==> src/rtl/instr_fetch.sv <==
// -----------------------------------------------------------------------------
// instr_fetch
//   Program-counter / fetch stage sitting directly upstream of the control
//   decoder. It owns the PC, which is also the instruction-memory address.
//   It resolves jumps and conditional branches from the decoder strobes and the
//   compare flags. Branch and jump targets come from a small internal target
//   LUT, indexed by the low instruction bits. A start/done handshake and a
//   saturating cycle counter are provided for the test harness.
//
// Ports
//   clk        in   1        clock; all state changes on the rising edge
//   reset      in   1        asynchronous, active-high reset
//   start      in   1        level; begins a run from PC 0 when IDLE or HALTED
//   instr      in   INSTR_W  instruction at address pc (combinational imem)
//   branch_en  in   1        conditional branch strobe from the decoder
//   jump_en    in   1        unconditional jump strobe from the decoder
//   cond       in   2        branch condition: 00 lt, 01 gt, 10 ne, 11 eq
//   flag_lt    in   1        last compare: op1 < op2
//   flag_gt    in   1        last compare: op1 > op2
//   flag_eq    in   1        last compare: op1 == op2
//   lut_we     in   1        target LUT write enable
//   lut_waddr  in   LUT_AW   target LUT write index
//   lut_wdata  in   PC_W     target LUT write data
//   pc         out  PC_W     current PC (imem address)
//   running    out  1        high while in RUN
//   done       out  1        high while in HALTED
//   taken      out  1        high for the cycle after a redirect
//   cycle_cnt  out  CNT_W    RUN cycles since the last start, saturating
// -----------------------------------------------------------------------------
module instr_fetch #(
   parameter int                   PC_W       = 10,
   parameter int                   INSTR_W    = 9,
   parameter int                   LUT_AW     = 5,
   parameter int                   CNT_W      = 16,
   parameter logic [INSTR_W-1:0]   HALT_INSTR = 9'h1FF
) (
   input  logic               clk,
   input  logic               reset,
   input  logic               start,
   input  logic [INSTR_W-1:0] instr,
   input  logic               branch_en,
   input  logic               jump_en,
   input  logic [1:0]         cond,
   input  logic               flag_lt,
   input  logic               flag_gt,
   input  logic               flag_eq,
   input  logic               lut_we,
   input  logic [LUT_AW-1:0]  lut_waddr,
   input  logic [PC_W-1:0]    lut_wdata,
   output logic [PC_W-1:0]    pc,
   output logic               running,
   output logic               done,
   output logic               taken,
   output logic [CNT_W-1:0]   cycle_cnt
);

   localparam int             LUT_DEPTH = 2 ** LUT_AW;
   localparam logic [PC_W-1:0]  PC_ZERO  = {PC_W{1'b0}};
   localparam logic [PC_W-1:0]  PC_ONE   = {{(PC_W-1){1'b0}}, 1'b1};
   localparam logic [CNT_W-1:0] CNT_ZERO = {CNT_W{1'b0}};
   localparam logic [CNT_W-1:0] CNT_ONE  = {{(CNT_W-1){1'b0}}, 1'b1};
   localparam logic [CNT_W-1:0] CNT_MAX  = {CNT_W{1'b1}};

   typedef enum logic [1:0] {
      ST_IDLE   = 2'b00,
      ST_RUN    = 2'b01,
      ST_HALTED = 2'b10
   } state_t;

   state_t            state_r;
   state_t            state_next_s;
   logic [PC_W-1:0]   pc_r;
   logic [PC_W-1:0]   pc_next_s;
   logic [CNT_W-1:0]  cnt_r;
   logic [CNT_W-1:0]  cnt_next_s;
   logic              taken_r;
   logic              running_r;
   logic              done_r;
   logic              redirect_s;
   logic              cond_true_s;
   logic              halt_s;
   logic [PC_W-1:0]   target_s;
   logic [PC_W-1:0]   lut_r [LUT_DEPTH];

   // The LUT read is taken from the registered array, so a write to the
   // entry being read this cycle only lands at the edge: the old target wins.
   assign target_s = lut_r[instr[LUT_AW-1:0]];
   assign halt_s   = (instr == HALT_INSTR);

   // Branch condition decode against the compare flags.
   always_comb begin
      cond_true_s = 1'b0;
      case (cond)
         2'b00:   cond_true_s = flag_lt;
         2'b01:   cond_true_s = flag_gt;
         2'b10:   cond_true_s = ~flag_eq;
         2'b11:   cond_true_s = flag_eq;
         default: cond_true_s = 1'b0;
      endcase
   end

   // Next-state, next-PC and counter logic; strobes only matter in RUN.
   always_comb begin
      state_next_s = state_r;
      pc_next_s    = pc_r;
      cnt_next_s   = cnt_r;
      redirect_s   = 1'b0;
      case (state_r)
         ST_IDLE: begin
            if (start) begin
               state_next_s = ST_RUN;
               pc_next_s    = PC_ZERO;
               cnt_next_s   = CNT_ZERO;
            end else begin
               state_next_s = ST_IDLE;
            end
         end
         ST_RUN: begin
            // The halt cycle itself is a RUN cycle and is counted.
            if (cnt_r != CNT_MAX) begin
               cnt_next_s = cnt_r + CNT_ONE;
            end else begin
               cnt_next_s = CNT_MAX;
            end
            if (halt_s) begin
               state_next_s = ST_HALTED;
               pc_next_s    = pc_r;
            end else if (jump_en || (branch_en && cond_true_s)) begin
               redirect_s = 1'b1;
               pc_next_s  = target_s;
            end else begin
               pc_next_s = pc_r + PC_ONE;
            end
         end
         ST_HALTED: begin
            if (start) begin
               state_next_s = ST_RUN;
               pc_next_s    = PC_ZERO;
               cnt_next_s   = CNT_ZERO;
            end else begin
               state_next_s = ST_HALTED;
            end
         end
         default: begin
            state_next_s = ST_IDLE;
            pc_next_s    = PC_ZERO;
            cnt_next_s   = CNT_ZERO;
         end
      endcase
   end

   // FSM, PC, counter and status flag registers.
   always_ff @(posedge clk or posedge reset) begin
      if (reset) begin
         state_r   <= ST_IDLE;
         pc_r      <= PC_ZERO;
         cnt_r     <= CNT_ZERO;
         taken_r   <= 1'b0;
         running_r <= 1'b0;
         done_r    <= 1'b0;
      end else begin
         state_r   <= state_next_s;
         pc_r      <= pc_next_s;
         cnt_r     <= cnt_next_s;
         taken_r   <= redirect_s;
         running_r <= (state_next_s == ST_RUN);
         done_r    <= (state_next_s == ST_HALTED);
      end
   end

   // Target LUT storage; writable in any state.
   always_ff @(posedge clk or posedge reset) begin
      if (reset) begin
         for (int i = 0; i < LUT_DEPTH; i++) begin
            lut_r[i] <= PC_ZERO;
         end
      end else if (lut_we) begin
         lut_r[lut_waddr] <= lut_wdata;
      end
   end

   assign pc        = pc_r;
   assign running   = running_r;
   assign done      = done_r;
   assign taken     = taken_r;
   assign cycle_cnt = cnt_r;

endmodule

==> config.mk <==
export PLATFORM = sky130hd
export DESIGN_NAME = instr_fetch
export DESIGN_NICKNAME = d
export VERILOG_FILES = /design/src/rtl/instr_fetch.sv
export SDC_FILE = /design/constraint.sdc
export NUM_CORES = 1
export LEC_CHECK = 0
export ABC_AREA = 1
export ABC_CLOCK_PERIOD_IN_PS = 12100
export CORE_MARGIN = 4
export CORE_UTILIZATION = 35
export CTS_CLUSTER_DIAMETER = 80
export DETAILED_ROUTE_END_ITERATION = 6
export PLACE_DENSITY = 0.61
export SLEW_MARGIN = 5
export SYNTH_ARGS = -nofsm -noshare
export SYNTH_HDL_FRONTEND = slang
export SYNTH_SLANG_ARGS = --single-unit
==> constraint.sdc <==
create_clock -name clk -period 12.1 [get_ports clk]
set_input_delay 1.21 -clock clk [delete_from_list [all_inputs] [get_ports clk]]
set_output_delay 1.21 -clock clk [all_outputs]
set_load 0.02 [all_outputs]
* After elaboration in Yosys (flattened, before gate mapping)
Cells that the tools add are included.
** Storage, ports and cells
- Bits in registers :: 351
- Input bits :: 35
- Output and inout port bits :: 29
- Word-level logic and storage cells :: 85
** Cells by class
- Add/sub/neg operators :: 2
- Magnitude comparators :: 3
- Eq/ne operators :: 11
- Multiplexer cells :: 21
- Bitwise operators :: 3
- Reduce and logical (&&, ||, !) cells :: 7
** Operators with widths (count)
- $bwmux W320 :: 1
- $mux W10 :: 6
- $bmux W10 S5 :: 1
- $demux W10 S5 :: 1
- $mux W16 :: 2
- $pmux W16 S2 :: 1
- $pmux W10 S2 :: 1
- $add A16 B1 Y16 const B :: 1
- $ne A16 B16 Y1 const B :: 1
- $ge A6 B6 Y1 const B :: 2
- $not A5 Y6 :: 2
- $add A10 B1 Y10 const B :: 1
- $eq A9 B9 Y1 const B :: 1
- $eq A2 B2 Y1 const B :: 4
- $eq A2 B1 Y1 const B :: 3
- $lt A6 B1 Y1 const B :: 1
- $pmux W2 S3 :: 1
- $logic_not A2 Y1 :: 2
- $mux W1 :: 4
- $mux W2 :: 2
- $pmux W1 S4 :: 1
- $logic_and A1 B1 Y1 :: 2
- $ne A2 B1 Y1 const B :: 1
- $ne A2 B2 Y1 const B :: 1
- 4 further kinds :: 4

* Longest topological paths before layout
- Word-level depth :: 7
- Depth in mapped cells :: 12
- Depth with buffers taken out :: 11

* Least setup slack after synthesis
OpenSTA, ideal clock, no wires.
- Path type :: input-to-reg
- Start :: input port instr[1]
- End :: register pc_r[4] (netlist: pc[4])
- Setup time :: 0.117 ns
- Arrival :: 2.195 ns
- Data required time :: 11.983 ns
- Path slack :: 9.788 ns
- Stages :: 10
- Path buffers :: 2
- Cell sequence :: buf_2 > clkinv_1 > clkbuf_1 > nand3_1 > nand3_1 > nand3_1 > nand3_1 > nand3_1 > nand2_1 > nand2_1
** Between the ends
- Longest elaborated chain between the ends :: 7
- Elaborated cells on any way between the ends :: 10
- Those cells by class :: 2 x eq/ne; 6 x mux; 1 x bitwise; 1 x reduce/logical
** RTL lines
- start: declaration :: RTL line 40 : input logic [INSTR_W-1:0] instr,
- $not A5 Y6 (not written as such) :: RTL line 87 : assign target_s = lut_r[instr[LUT_AW-1:0]];
- $bmux W10 S5 :: RTL line 87
- $mux W10 (not written as such) (2 in a row) :: RTL line 87
- $mux W10 :: RTL line 128 : end else if (jump_en || (branch_en && cond_true_s)) begin
- $mux W10 :: RTL line 125 : if (halt_s) begin
- $pmux W10 S2 :: RTL line 108 : case (state_r)
- end signal: assignment :: RTL line 163 : pc_r <= pc_next_s;
- end: declaration :: RTL line 72 : logic [PC_W-1:0] pc_r;
Several ways; a longest one is shown, not always the timed one. The select of a mux whose other input is x is not followed.
A chain may end at the register's enable or synchronous reset.

* Worst setup path after layout
- Start :: input port instr[2]
- End :: register pc_r[5] (netlist: pc[5])
Same word-level chain as after synthesis.

==> out/results.md <==
### Outcome
• **run status** complete, no violations

### Clock tree
• **TritonCTS Buffers** 39
• **count of hold-fix buffers inserted at cts** 0
• **PostCTS Resize Cnt** 0
• **clock latency reported for the late side of the worst-skew pair** 0.55 ns
• **post-CTS setup buffer count** 0
• **CTS Sinks** 351
• **clock tree from TritonCTS** built
• **Worst-path clk slew** 0.06 ns
• **H-tree depth reported by CTS** 2
• **Root Buffer Master** sky130_fd_sc_hd__clkbuf_16
• **Max Buffers Root-to-Sink** 3

### Global route
• **overall overflow remaining after global route** 0
• **number of antenna violations at the first check in global routing** 0
• **vias in the first global route** 13,783
• **GR Util All Layers** 19.0%
• **global-route wire length before repair** 77.8 mm
• **pin count of the biggest net entering global routing** 171

### Placement
• **count of buffers from port buffering** 63
• **Placer Congestion** 0.943
• **post-detailed-placement half-perimeter wirelength** 30.0 mm

### Timing
• **number of max-slew violations in the final report** 0
• **Relative slew margins** 17.3%
• **count of endpoints failing hold in the final timing report** 0
• **timing-limited maximum frequency** 263 MHz
• **post-route fraction of the period consumed by the critical path** 31.4%
• **total negative slack for setup checks** 0 ns
• **setup repair after global routing missed its margin** no
• **Layout Skew** 0.0222 ns
• **shortest clock period the worst path allows after layout** 3.80 ns
• **number of failing setup endpoints in the final timing report** 0
• **worst slew pin tran** 1.24 ns

### Floorplan
• **Initial Utilization** 35.6%
• **floorplan die height** 226 um
• **number of I/O pins** 64
• **placeable core area** 46,900 um^2
• **Die Outline Area** 51,200 um^2
• **die width** 226 um
• **FP Rows** 79

### Cells and area
• **share of final-layout standard cells stronger than drive strength 1** 4.65%
• **final cell utilization of the core** 40.2%
• **number of nets in the finished design** 2,163
• **number of antenna diodes** 0
• **Layout Area Growth over Synthesis** 12.9%
• **leading cell type in the layout, fill and taps excluded** sky130_fd_sc_hd__nand2_1
• **highest-count cells in the layout ignoring fill and taps** sky130_fd_sc_hd__nand2_1 (740), sky130_fd_sc_hd__dfrtp_1 (351), sky130_fd_sc_hd__o21ai_0 (293), sky130_fd_sc_hd__nand3_1 (265), sky130_fd_sc_hd__nor2_1 (118)

### Critical path
• **CP startpoint kind** primary input
• **setup slack, reg-to-reg** 10.06 ns
• **CP Max Fanout** 28
• **critical path data required time** 12.58 ns
• **category of the most critical setup path** primary input to flip-flop
• **Worst Setup End Kind** flip-flop
• **startpoint of the worst register-to-register path** cycle_cnt[0]$_DFFE_PP0P_
• **Crit Reg-Reg Endpoint** cycle_cnt[4]$_DFFE_PP0P_
• **cell depth of the worst flop-to-flop path** 9
• **arrival time worst endpoint** 4.28 ns

### Worst hold path
• **end point of the worst hold path** lut_r[183]$_DFFE_PP0P_
• **Worst Hold Path Cells** 2
• **start point of the worst hold path** lut_r[183]$_DFFE_PP0P_
• **path category of the worst min-delay check** flip-flop to flip-flop

### Yosys
• **number of nets produced by synthesis** 2,199
• **total standard cell area after synthesis** 16,700 um^2
• **flip-flop and latch count after synthesis** 351
• **number of instances in the synthesized netlist** 2,162
• **share of the yosys chip area belonging to registers** 52.7%
• **count of yosys warnings during synthesis** 0
• **number of distinct library cells after synthesis** 31
• **post-synthesis area per instance** 7.71 um^2

### Routing
• **number of vias after detailed routing** 14,354
• **count of routing violations after the opening detailed-route iteration** 1,434
• **Routed Antenna Nets** 0
• **total wirelength of the detailed-routed design** 48.3 mm
• **drt wl/cell** 17.5 um
• **First-pass DRT Iterations** 6
• **count of unresolved DRC violations after routing** 0
• **post-DR vias/cell** 5.21

### Power and ir drop
• **Peak VDD IR** 107 uV
• **P per Cell Area** 181 nW/um^2
• **Pleak** 8.71 nW

### Run
• **Max Cap Violations** 0

[synth_stat cells (all sizes together)]
cell type / count / area share [%]
a21o: 1 / 0.045
a21oi: 46 / 1.4
a31oi: 1 / 0.038
and3: 1 / 0.038
buf: 51 / 1.7
clkbuf: 110 / 2.5
clkinv: 3 / 0.068
dfrtp: 351 / 53
ha: 2 / 0.15
inv: 113 / 2.5
nand2: 740 / 17
nand3: 266 / 8.0
nand3b: 2 / 0.090
nand4: 3 / 0.11
nor2: 121 / 2.8
nor3: 29 / 1.2
nor4: 1 / 0.075
o211ai: 2 / 0.090
o21ai: 308 / 9.3
or2: 1 / 0.038
xnor2: 4 / 0.21
xor2: 6 / 0.32
[worst max-delay path, cell delays in order]
cell                              delay [ns]
sky130_fd_sc_hd__clkdlybuf4s50_1        0.46
sky130_fd_sc_hd__buf_4                  0.29
sky130_fd_sc_hd__clkinv_1               0.44
sky130_fd_sc_hd__buf_4                  0.42
sky130_fd_sc_hd__nor2_2                 0.72
sky130_fd_sc_hd__nand3_1                0.19
sky130_fd_sc_hd__nand2_1                0.11
sky130_fd_sc_hd__nor2_1                 0.04
sky130_fd_sc_hd__nand2_1                0.06
sky130_fd_sc_hd__nand3_1                0.06
sky130_fd_sc_hd__nand3_1                0.12
sky130_fd_sc_hd__nand2_1                0.07
sky130_fd_sc_hd__nand2_1                0.06
[flip-flops by register name, summed over array words and instances, names as in the netlist]
name       count
cycle_cnt     16
done           1
lut_r        320
pc            10
running        1
state_r        2
taken          1
[worst max-delay path by stage]
stage	cells past startpoint	from	end
2_1_floorplan	1	reset	cycle_cnt[0]$_DFFE_PP0P_
3_3_place_gp	13	instr[2]	pc[5]$_DFFE_PP0P_
3_5_place_dp	13	instr[2]	pc[6]$_DFFE_PP0P_
4_1_cts	13	instr[2]	pc[6]$_DFFE_PP0P_
5_1_grt	13	instr[2]	pc[6]$_DFFE_PP0P_
6_report	13	instr[2]	pc[5]$_DFFE_PP0P_
[per-layer routing]
layer | track usage, % | vias up | routed length, um
li1 | - | 6881 | -
met1 | 27.6 | 6973 | 22400
met2 | 28.9 | 423 | 21400
met3 | 2.89 | 77 | 2910
met4 | 6.79 | 0 | 1640
met5 | 0 | - | 0
[where the power goes]
| group | internal (mW) | switching [mW] |
|---|---|---|
| combinational | 0.242 | 0.387 |
| sequential | 1.41 | 0.152 |
| clock | 0.736 | 0.479 |
| total | 2.39 | 1.02 |
[stage by stage]
stage	instance area, um^2	instances	hold WS [ns]	power [mW]	setup slack [ns]
final	18800	2757	0.481	3.41	8.30
after global routing	18800	2757	0.502	3.59	8.04
after CTS	18800	2757	0.487	3.43	7.97
after detailed placement	17500	2692	0.472	2.21	7.44
after global placement	17500	2692	0.465	2.19	7.60
after floorplan	16700	2162	0.453	1.98	1.15
[final cells by class]
type,instances,area (um^2)
clock buffers,54,1090
clock inverters,11,195
fillers,4812,28000
inverters,116,445
multi-input cells,1534,6750
flip-flops and latches,351,8780
well taps,607,759
repair buffers,84,793
[kinds of logic after synthesis]
| kind of cell | count (synthesis) | share of synthesized area [%] |
|---|---|---|
| XOR/XNOR | 10 | 0.526 |
| AND/OR/NAND/NOR | 1164 | 29.0 |
| adder cells (fa/ha/maj) | 2 | 0.150 |
| AO/OA/AOI/OAI | 358 | 10.8 |
| buffers and inverters | 277 | 6.82 |
| flip-flops | 351 | 52.7 |
(Power assumes the default switching activity.)
